<file path="src/rtl/ysyx_23060025_ifu_fq.sv">
// ysyx_23060025_ifu_fq
// Instruction fetch unit with a small circular fetch queue in front of decode.
// Issues one icache request at a time (out_psel/out_paddr held until
// out_pready), pushes {pc, inst} on each accepted response and presents the
// queue head to decode. A redirect flushes the queue and loads a new PC; a
// response still in flight during a redirect is discarded.
//
// Ports:
//   clock, reset           - clock, asynchronous active-high reset
//   redirect_valid_i       - flush queue and load redirect_target_i (word aligned)
//   redirect_target_i      - new fetch PC
//   halt_i                 - stop issuing new requests; in-flight one completes
//   ds_allowin_i           - decode consumes the head entry this cycle
//   fs_to_ds_valid_o       - head entry valid (masked during redirect)
//   if_inst_o, if_pc_o     - head entry contents, zero when empty
//   fq_count_o             - queue occupancy
//   out_psel, out_paddr    - icache request and its registered address
//   out_pready, out_prdata - single-cycle icache response
module ysyx_23060025_ifu_fq #(
  parameter int ADDR_WIDTH = 32,
  parameter int DATA_WIDTH = 32,
  parameter int FQ_DEPTH   = 4,
  parameter logic [ADDR_WIDTH-1:0] PC_RESET_VAL = ADDR_WIDTH'(32'h8000_0000)
) (
  input  logic                          clock,
  input  logic                          reset,
  input  logic                          redirect_valid_i,
  input  logic [ADDR_WIDTH-1:0]         redirect_target_i,
  input  logic                          halt_i,
  input  logic                          ds_allowin_i,
  output logic                          fs_to_ds_valid_o,
  output logic [DATA_WIDTH-1:0]         if_inst_o,
  output logic [ADDR_WIDTH-1:0]         if_pc_o,
  output logic [$clog2(FQ_DEPTH):0]     fq_count_o,
  output logic                          out_psel,
  output logic [ADDR_WIDTH-1:0]         out_paddr,
  input  logic                          out_pready,
  input  logic [DATA_WIDTH-1:0]         out_prdata
);

  localparam int PW = $clog2(FQ_DEPTH);
  localparam int CW = PW + 1;
  localparam logic [CW-1:0] FULL = CW'(FQ_DEPTH);

  localparam logic [1:0] IDLE = 2'd0;
  localparam logic [1:0] WAIT = 2'd1;
  localparam logic [1:0] DROP = 2'd2;

  logic [1:0]            state;
  logic [ADDR_WIDTH-1:0] fetch_pc;
  logic [ADDR_WIDTH-1:0] pc_plus4;
  logic [ADDR_WIDTH-1:0] redirect_pc;

  logic [ADDR_WIDTH-1:0] pc_q   [FQ_DEPTH];
  logic [DATA_WIDTH-1:0] inst_q [FQ_DEPTH];
  logic [PW-1:0]         head;
  logic [PW-1:0]         tail;
  logic [CW-1:0]         count;
  logic [CW-1:0]         count_post;
  logic                  push;
  logic                  pop;

  always_comb begin
    pc_plus4    = fetch_pc + ADDR_WIDTH'(4);
    redirect_pc = {redirect_target_i[ADDR_WIDTH-1:2], 2'b00};
    push        = (state == WAIT) & out_pready & ~redirect_valid_i;
    pop         = fs_to_ds_valid_o & ds_allowin_i;
    // occupancy after this edge's push/pop; decides back-to-back issue
    count_post  = count + CW'(push) - CW'(pop);
  end

  always_comb begin
    out_psel         = (state == WAIT) || (state == DROP);
    fq_count_o       = count;
    fs_to_ds_valid_o = (count != '0) & ~redirect_valid_i;
    if_pc_o          = (count != '0) ? pc_q[head]   : '0;
    if_inst_o        = (count != '0) ? inst_q[head] : '0;
  end

  always_ff @(posedge clock or posedge reset) begin
    if (reset) begin
      state     <= IDLE;
      fetch_pc  <= PC_RESET_VAL;
      out_paddr <= '0;
    end else begin
      case (state)
        IDLE: begin
          if (!halt_i && !redirect_valid_i && (count < FULL)) begin
            state     <= WAIT;
            out_paddr <= fetch_pc;
          end
        end
        WAIT: begin
          if (redirect_valid_i) begin
            // response arriving with the redirect is stale; otherwise wait it out
            state <= out_pready ? IDLE : DROP;
          end else if (out_pready) begin
            fetch_pc <= pc_plus4;
            if (!halt_i && (count_post < FULL)) begin
              out_paddr <= pc_plus4;
            end else begin
              state <= IDLE;
            end
          end
        end
        DROP: begin
          if (out_pready) state <= IDLE;
        end
        default: state <= IDLE;
      endcase
      // redirect wins over the fetch_pc increment in any state
      if (redirect_valid_i) fetch_pc <= redirect_pc;
    end
  end

  always_ff @(posedge clock or posedge reset) begin
    if (reset) begin
      head  <= '0;
      tail  <= '0;
      count <= '0;
    end else if (redirect_valid_i) begin
      head  <= '0;
      tail  <= '0;
      count <= '0;
    end else begin
      if (push) tail <= tail + 1'b1;
      if (pop)  head <= head + 1'b1;
      count <= count_post;
    end
  end

  // payload storage needs no reset: outputs are masked by count
  always_ff @(posedge clock) begin
    if (push) begin
      pc_q[tail]   <= fetch_pc;
      inst_q[tail] <= out_prdata;
    end
  end

endmodule

</file>
<file path="config.mk">
export PLATFORM = sky130hd
export DESIGN_NAME = ysyx_23060025_ifu_fq
export DESIGN_NICKNAME = d
export VERILOG_FILES = /design/src/rtl/ysyx_23060025_ifu_fq.sv
export SDC_FILE = /design/constraint.sdc
export NUM_CORES = 1
export LEC_CHECK = 0
export CORE_MARGIN = 1.5
export CORE_UTILIZATION = 56
export DETAILED_ROUTE_END_ITERATION = 6
export DONT_BUFFER_PORTS = 1
export PLACE_DENSITY_LB_ADDON = 0.1
export SYNTH_ARGS = -nofsm -noshare
export SYNTH_HDL_FRONTEND = slang
export SYNTH_SLANG_ARGS = --single-unit
</file>
<file path="constraint.sdc">
create_clock -name clock -period 8.95 [get_ports clock]
set_input_delay 1.3425 -clock clock [delete_from_list [all_inputs] [get_ports clock]]
set_output_delay 1.3425 -clock clock [all_outputs]
set_load 0.05 [all_outputs]
</file>
Yosys cells after proc, flatten, opt, wreduce, memory -nomap -nowiden:

Memories as Yosys holds them, arrays and structs flattened.
Index checks and enable logic that the tools add are counted.

* add/subtract/negate cells: 5
* order comparisons: 2
* eq/ne operators: 9
* multiplexer cells: 24
* bitwise logic cells: 5
* reduce and logical (&&, ||, !) cells: 16

Operator list (number)
* 32-bit two-way mux: 9
* 32-bit case mux with 2 select lines: 1
* 32-bit by 3-bit adder with 32-bit output, second input constant: 1
* 2-bit two-way mux: 10
* 2-bit nonzero test: 5
* 2-bit inequality test, second input constant: 4
* 3-bit less-than comparator, second input constant: 2
* 3-bit inequality test, second input constant: 2
* 2-bit case mux with 3 select lines: 1
* 5-bit AND reduction: 1
* 2-bit by 1-bit adder with 2-bit output, second input constant: 2
* 1-bit AND: 4
* 4-bit AND reduction: 1
* 3-bit by 1-bit adder with 3-bit output: 1
* 1-bit logical AND: 3
* 3-bit two-way mux: 1
* 3-bit nonzero test: 1
* 3-bit by 1-bit subtractor with 3-bit output: 1
* 2-bit by 1-bit equality test with 1-bit output, second input constant: 1
* 2-bit equality test, second input constant: 1
* 1-bit zero test: 2
* 2-bit zero test: 1
* 1-bit two-way mux: 2
* 2-bit by 1-bit inequality test with 1-bit output, second input constant: 1
* other kinds (3): 3

* register bits: 73
* bits in writable memories: 256
* input bits: 70
* output and inout port bits: 101
* logic and storage cells: 69
* memories kept: 2

Memory list
* inst_q: depth 4, width 32, rd ports 1, clocked after memory_dff 0, write ports 1, line 55 `logic [DATA_WIDTH-1:0] inst_q [FQ_DEPTH];`
* pc_q: depth 4, width 32, rd ports 1, clocked after memory_dff 0, write ports 1, line 54 `logic [ADDR_WIDTH-1:0] pc_q [FQ_DEPTH];`

Logic depth before layout (Yosys ltp):

Gate-level depths: netlist (run 1).

* word-level depth: 11
* mapped depth: 17
* mapped depth without buffers: 14

Worst setup path before layout (run 1):

Ideal clock, no wire load.

* path kind: in2reg
* start: in redirect_valid_i
* end: reg out_paddr[31]
* setup time: 126 ps
* arrival: 4191 ps
* data required time: 8824 ps
* slack: 4633 ps
* cell stages on the path: 14
* buffers on the path: 4
* cells stage by stage: buf_2 clkbuf_1 buf_1 nor2_1 ha_1 inv_1 ha_1 inv_1 fa_1 xor3_1 a2111oi_4 nor2_2 buf_6 a221o_1

* word-level cells in the longest chain between the ends: 8
* elaborated cells between the ends (all ways): 15
* those cells by class: add/sub (2); order compare (1); eq/ne (3); bitwise (4); reduce/logical (5)

RTL lines
* start, declared: line 27 `input logic redirect_valid_i,`
* 1-bit inverter: line 66, 75
* 1-bit AND (on tied branches): line 66, 75
* 3-bit by 1-bit adder with 3-bit output or 1-bit AND (tied branches): line 69, 67
* 3-bit by 1-bit subtractor with 3-bit output: line 69 `count_post = count + CW'(push) - CW'(pop);`
* 3-bit less-than comparator: line 99 `if (!halt_i && (count_post < FULL)) begin`
* 1-bit logical AND: line 99
* 2-bit by 1-bit inequality test with 1-bit output (no line)
* 5-bit AND reduction (no line) (*)
* end signal, assigned: line 90 `out_paddr <= fetch_pc;`
* end signal, assigned: line 100 `out_paddr <= pc_plus4;`
* end, declared: line 36 `output logic [ADDR_WIDTH-1:0] out_paddr,`

Mark *: on every way between the ends. The rest lies on a longest branch, timed or not.
A chain may end at the register's enable or synchronous reset.

Worst setup path after layout (run 1):

* start: reg count[2] (netlist: fq_count_o[2])
* end: reg out_paddr[30]

* word-level cells in the longest chain between the ends: 8
* elaborated cells between the ends (all ways): 12
* those cells by class: add/sub (2); order compare (2); eq/ne (2); bitwise (2); reduce/logical (4)

RTL lines
* start, declared: line 58 `logic [CW-1:0] count;`
* start signal, assigned: line 128 `count <= count_post;`
* branches (longest 7 deep; another with 3-bit by 1-bit adder with 3-bit output)
* 5-bit AND reduction (no line) (*)

Every way passes the cells marked *.

==> reports/results.ini, run 1 <==
[logic_synthesis]
avgSynthCellArea_um2=15.9
synth_cell_types=45
synth_top_cell_by_area=edfxtp_1
synthFlopType=edfxtp_1
synth_cells=833
synthArstFlopShare=0.218
synth_edf_count=248
synth_area_leaders=edfxtp_1 (56%), dfrtp_1 (13%), mux4_2 (11%)
synth.top_cell.area_share=0.561
synthesis.area_um2=13300
yosysWarnings=0
yosysSeqAreaShare=0.691
synth_seq_cells=317

[min_path]
hold_path.class=register to register
hp-start=tail[1]
worstHoldPathCells=2
hold_end=tail[1]

[clock_network]
clockBufferDepth=3
cts_buffers=34
cts_sinks=317
postCtsSetupRepairBufs=0
root_buffer=clkbuf_16
htree_levels=2
cts_tree=done
clkLatencyLatePin_ns=0.52
clk_pin_slew_ns=0.06
cts_resized=0
cts.hold.buffers_added=0

[timing]
setup_viol=0
fmax_ghz=0.212
hold_viol=0
worstMarginPinSlew_ns=1.08
holdWs_ns=0.575
fin_crit_sh=0.527
period_needed_ns=4.71
rsz0062_at_grt=false
skew_ns=0.0333
fin_setup_tns_ns=0
drv_slew=0
relSlewSlack=0.276

[drt]
first_pass_iters=4
drc=0
via_per_inst=5.85
vias=6819
ant_nets=0
routed_wl_um=26200
avgRoutedWirePerCell_um=22.5
drtIter0Drc=514

[floorplanning]
ioPinCount=171
num_rows=56
die_h_um=157
core_um2=23400
die_w_um=157
fp.dieArea_um2=24600
initial_core_util=0.567

[power]
p_leak_nw=4.83
peakVddDrop_mv=0.185
totalPowerFinal_w=0.00463
power_density_nw_per_um2=318

[place]
portBuffers=0
placedCellCount=1104
gp_congestion=0.813
hpwl_um=15800

[setup_path]
worstSetupPathType=register to register
startpoint_type=register
path_max_fanout=65
end_kind=register
r2r_setup_slack_ns=4.24
cp.required_ns=9.34
reg2reg_from=fq_count_o[2]
worst-r2r-cell-count=12
worstPathArrival_ns=5.10
r2r-end=out_paddr[30]

[layout]
fin_cells=1166
areaGrowthSynthToFinish_pct=9.46
diodes=0
drive_above_1_share=0.152
nets=902

[run_status]
status=finished, final reports clean

[global_routing]
grt_overflow=0
grt_pass1_vias=7234
grt_max_degree=73
antenna_found_initial=0
grt_pass1_wl_um=40600
track_usage=0.220

[flow_run]
cap_violations=0

[state kept, by name (all words and copies together), names as in the netlist]
register	count
fetch_pc	30
fq_count_o	3
head	2
inst_q	128
out_paddr	30
pc_q	120
state	2
tail	2
[cell usage in the layout (no fill, tap or decap), types with 5 or more instances in the layout]
cell       count
nor2_1        16
nand4_1       22
mux4_2        62
edfxtp_1     248
nand2_1       82
clkbuf_16     37
xnor2_1       17
clkbuf_1      11
and3_1         5
ha_1          10
inv_1          9
nand3_1       24
nor3_1         6
dfrtp_1       66
o21ai_0       53
clkinv_1       7
and2_1        66
o21ai_1        5
xor2_1        41
[cell usage after synthesis, types with 2 or more instances]
library cell	instances
or3_1	2
nor2_1	16
nor3b_1	3
edfxtp_1	248
xnor2_1	17
nor3_2	4
a221o_1	3
inv_1	10
nor2b_1	4
o21ai_0	53
and4_1	2
nor3_1	6
and2_1	70
and3_1	5
ha_1	10
nor4_2	2
buf_4	4
dfrtp_1	68
clkbuf_2	2
buf_1	2
buf_2	16
mux4_2	62
nand3_1	24
nand4_1	22
o21ai_1	5
mux2i_1	2
xor2_1	41
clkbuf_1	29
nand2_1	82
nor4_1	3
a22o_1	2
[stage by stage]
step                 util  cell area, µm²  worst slack (ns)
floorplan               -           13300              4.63
global placement    0.576           13500              4.33
detailed placement  0.576           13500              4.11
CTS                 0.621           14500              4.07
global route        0.621           14500              3.78
finish              0.621           14500              4.24
[where the power goes]
part | switching, W | leakage (nW) | internal (W)
Clock | 0.000531 | 0.514 | 0.000770
Combinational | 0.000873 | 1.21 | 0.000336
Sequential | 0.000374 | 3.11 | 0.00174
[area by class of cell]
cell class / count / area (µm²)
flip-flops and latches: 317 / 9180
fillers: 1745 / 8870
multi-input cells: 454 / 3840
clock buffers: 50 / 995
well taps: 319 / 399
clock inverters: 12 / 55.1
inverters: 11 / 41.3
repair buffers: 3 / 22.5
[kinds of logic after synthesis]
family,count (synthesis),share of synthesized area
buf+inv,65,0.0218
xor+xnor,59,0.0400
mux,65,0.107
compound gates,68,0.0297
simple gates,247,0.0989
fa+ha+maj,11,0.0109
other cells,1,0.000282
flops,317,0.691
[per-layer routing]
metal	up-vias	global-route usage	routed length, µm
met3	43	0.0677	2270
met1	3455	0.281	10500
met5	-	0	0
met4	0	0.0644	539
li1	3086	-	-
met2	235	0.367	12900
[worst max-delay path, stage by stage, from the launching register on]
cell,delay (ns)
dfrtp_1,0.76
or3_2,0.89
nand2_1,0.23
nor2_1,0.15
ha_1,0.24
inv_1,0.06
ha_1,0.14
inv_1,0.06
fa_1,0.37
xor3_1,0.29
a2111oi_4,0.10
nor2_4,0.87
mux2_2,0.43
[worst max-delay path by stage]
stage                         end              from  cells past startpoint
floorplan           out_paddr[31]  redirect_valid_i                     14
global placement    out_paddr[30]     fq_count_o[2]                     12
detailed placement  out_paddr[30]     fq_count_o[2]                     12
CTS                 out_paddr[30]     fq_count_o[2]                     12
global route        out_paddr[31]     fq_count_o[2]                     13
finish              out_paddr[30]     fq_count_o[2]                     12
Power figures use the tool's default switching activity.
==> inputs of run 2 (changes only) <==
clock period = 4.75 ns   (was 8.95 ns; I/O delays follow)
==> run 2 against run 1 <==
  * Sequential power increased by 89%
  * Critical path depth stayed put
  * Critical path type unchanged
  * Largest cell class unchanged
  * Clock power grew 93%
  * Sequential cell count stayed put
  * Power grew 90%
  * Die area is the same
  * Cell area is 0.45% higher
  * Maximum frequency grew 16%
  * Critical endpoint unchanged
  * Largest power group unchanged
  * Combinational power rose by 92%
  * Via count is 0.91% higher
==> reports/results.ini, run 2 (synthesis results as in run 1) <==
[clock_network]
cts_sinks=317
clk_pin_slew_ns=0.06
clockBufferDepth=3
cts_resized=0
postCtsSetupRepairBufs=0
cts.hold.buffers_added=0
cts_buffers=35
cts_tree=done
root_buffer=clkbuf_16
htree_levels=2
clkLatencyLatePin_ns=0.50

[power]
power_density_nw_per_um2=603
peakVddDrop_mv=0.383
p_leak_nw=4.86

[layout]
reg_top3=inst_q: 128 flops, pc_q: 120 flops
largest_reg_flops=128
fin_cells=1173
nets=909
drive_above_1_share=0.158
top_register=inst_q
areaGrowthSynthToFinish_pct=9.95
layout_common_cells=edfxtp_1 (248), nand2_1 (82), and2_1 (66), dfrtp_1 (66), mux4_2 (62)
layout_commonest_cell=edfxtp_1
fill_cells=1740

[floorplanning]
num_rows=56
die_h_um=157
initial_core_util=0.567
ioPinCount=171
core_um2=23400
fp.dieArea_um2=24600
die_w_um=157

[flow_run]
cap_violations=0

[setup_path]
end_kind=register
startpoint_type=register
cp.required_ns=5.14
worstSetupPathType=register to register
worstPathArrival_ns=4.46
path_max_fanout=58

[drt]
drtIter0Drc=469
drc=0
vias=6881
first_pass_iters=4
via_per_inst=5.87
ant_nets=0
routed_wl_um=26400
avgRoutedWirePerCell_um=22.5

[timing]
relSlewSlack=0.301
hold_viol=0
fmax_ghz=0.246
fin_crit_sh=0.857
worstMarginPinSlew_ns=1.05
drv_slew=0
period_needed_ns=4.07
skew_ns=0.0117
setup_viol=0
rsz0062_at_grt=false
fin_setup_tns_ns=0

[run_status]
status=finished, final reports clean

[global_routing]
grt_overflow=0
track_usage=0.223
grt_pass1_wl_um=41000
grt_pass1_vias=7252
grt_max_degree=73
antenna_found_initial=1

[min_path]
hold_path.class=input port to async pin

[place]
gp_congestion=0.832
portBuffers=0
hpwl_um=16200
placedCellCount=1110

-- run 2: report_power, final --
| group | leakage [nW] | switching (W) | internal, W |
|---|---|---|---|
| combinational | 1.24 | 0.00166 | 0.000656 |
| clock | 0.514 | 0.00102 | 0.00149 |
| sequential | 3.11 | 0.000699 | 0.00328 |
-- run 2: metrics by stage --
| stage | setup WS [ns] | hold WS [ns] | area, µm² | util | power (W) |
|---|---|---|---|---|---|
| floorplan | 1.06 | 0.471 | 13300 | - | 0.00600 |
| global placement | 0.846 | 0.547 | 13500 | 0.578 | 0.00633 |
| detailed placement | 0.657 | 0.563 | 13500 | 0.578 | 0.00639 |
| CTS | 0.649 | 0.148 | 14600 | 0.624 | 0.00890 |
| global route | 0.421 | 0.177 | 14600 | 0.624 | 0.00918 |
| finish | 0.678 | 0.143 | 14600 | 0.624 | 0.00881 |
-- run 2: layer usage --
| layer | vias to the layer above | GRT usage | routed length (µm) |
|---|---|---|---|
| li1 | 3102 | - | - |
| met2 | 219 | 0.367 | 13100 |
| met4 | 0 | 0.0635 | 495 |
| met1 | 3520 | 0.289 | 10700 |
| met5 | - | 0 | 0 |
| met3 | 40 | 0.0666 | 2110 |
-- run 2: worst paths after layout --
check                                 startpoint             to  slack, ns  depth (start not counted)
worst max-delay path               fq_count_o[1]  out_paddr[30]       0.68                         12
max in group asynchronous                  reset   fetch_pc[11]       3.61                          2
min in group clock              redirect_valid_i        head[0]       0.28                          1
worst min register to register           tail[1]        tail[1]       0.57                          2
worst max register to register     fq_count_o[1]  out_paddr[30]       0.68                         12
worst min-delay path                       reset    fetch_pc[6]       0.14                          1
-- run 2: cell type report --
class,instances,area [µm²],share of cell area
sequential,317,9180,0.629
antenna,1,2.50,0.000171
multi-input combinational,454,3840,0.263
inverter,11,41.3,0.00283
timing repair buffer,9,67.6,0.00463
clock inverter,14,90.1,0.00617
clock buffer,48,977,0.0669
tap,319,399,0.0273
-- run 2: critical path: stages (launching register included) --
cell       delay (ns)
dfrtp_1          0.61
or3_2            0.56
nand2_1          0.12
nor2_1           0.06
ha_1             0.29
inv_1            0.07
ha_1             0.15
inv_1            0.07
fa_1             0.38
xor3_1           0.30
a2111oi_4        0.10
nor2_4           0.82
mux2_2           0.42
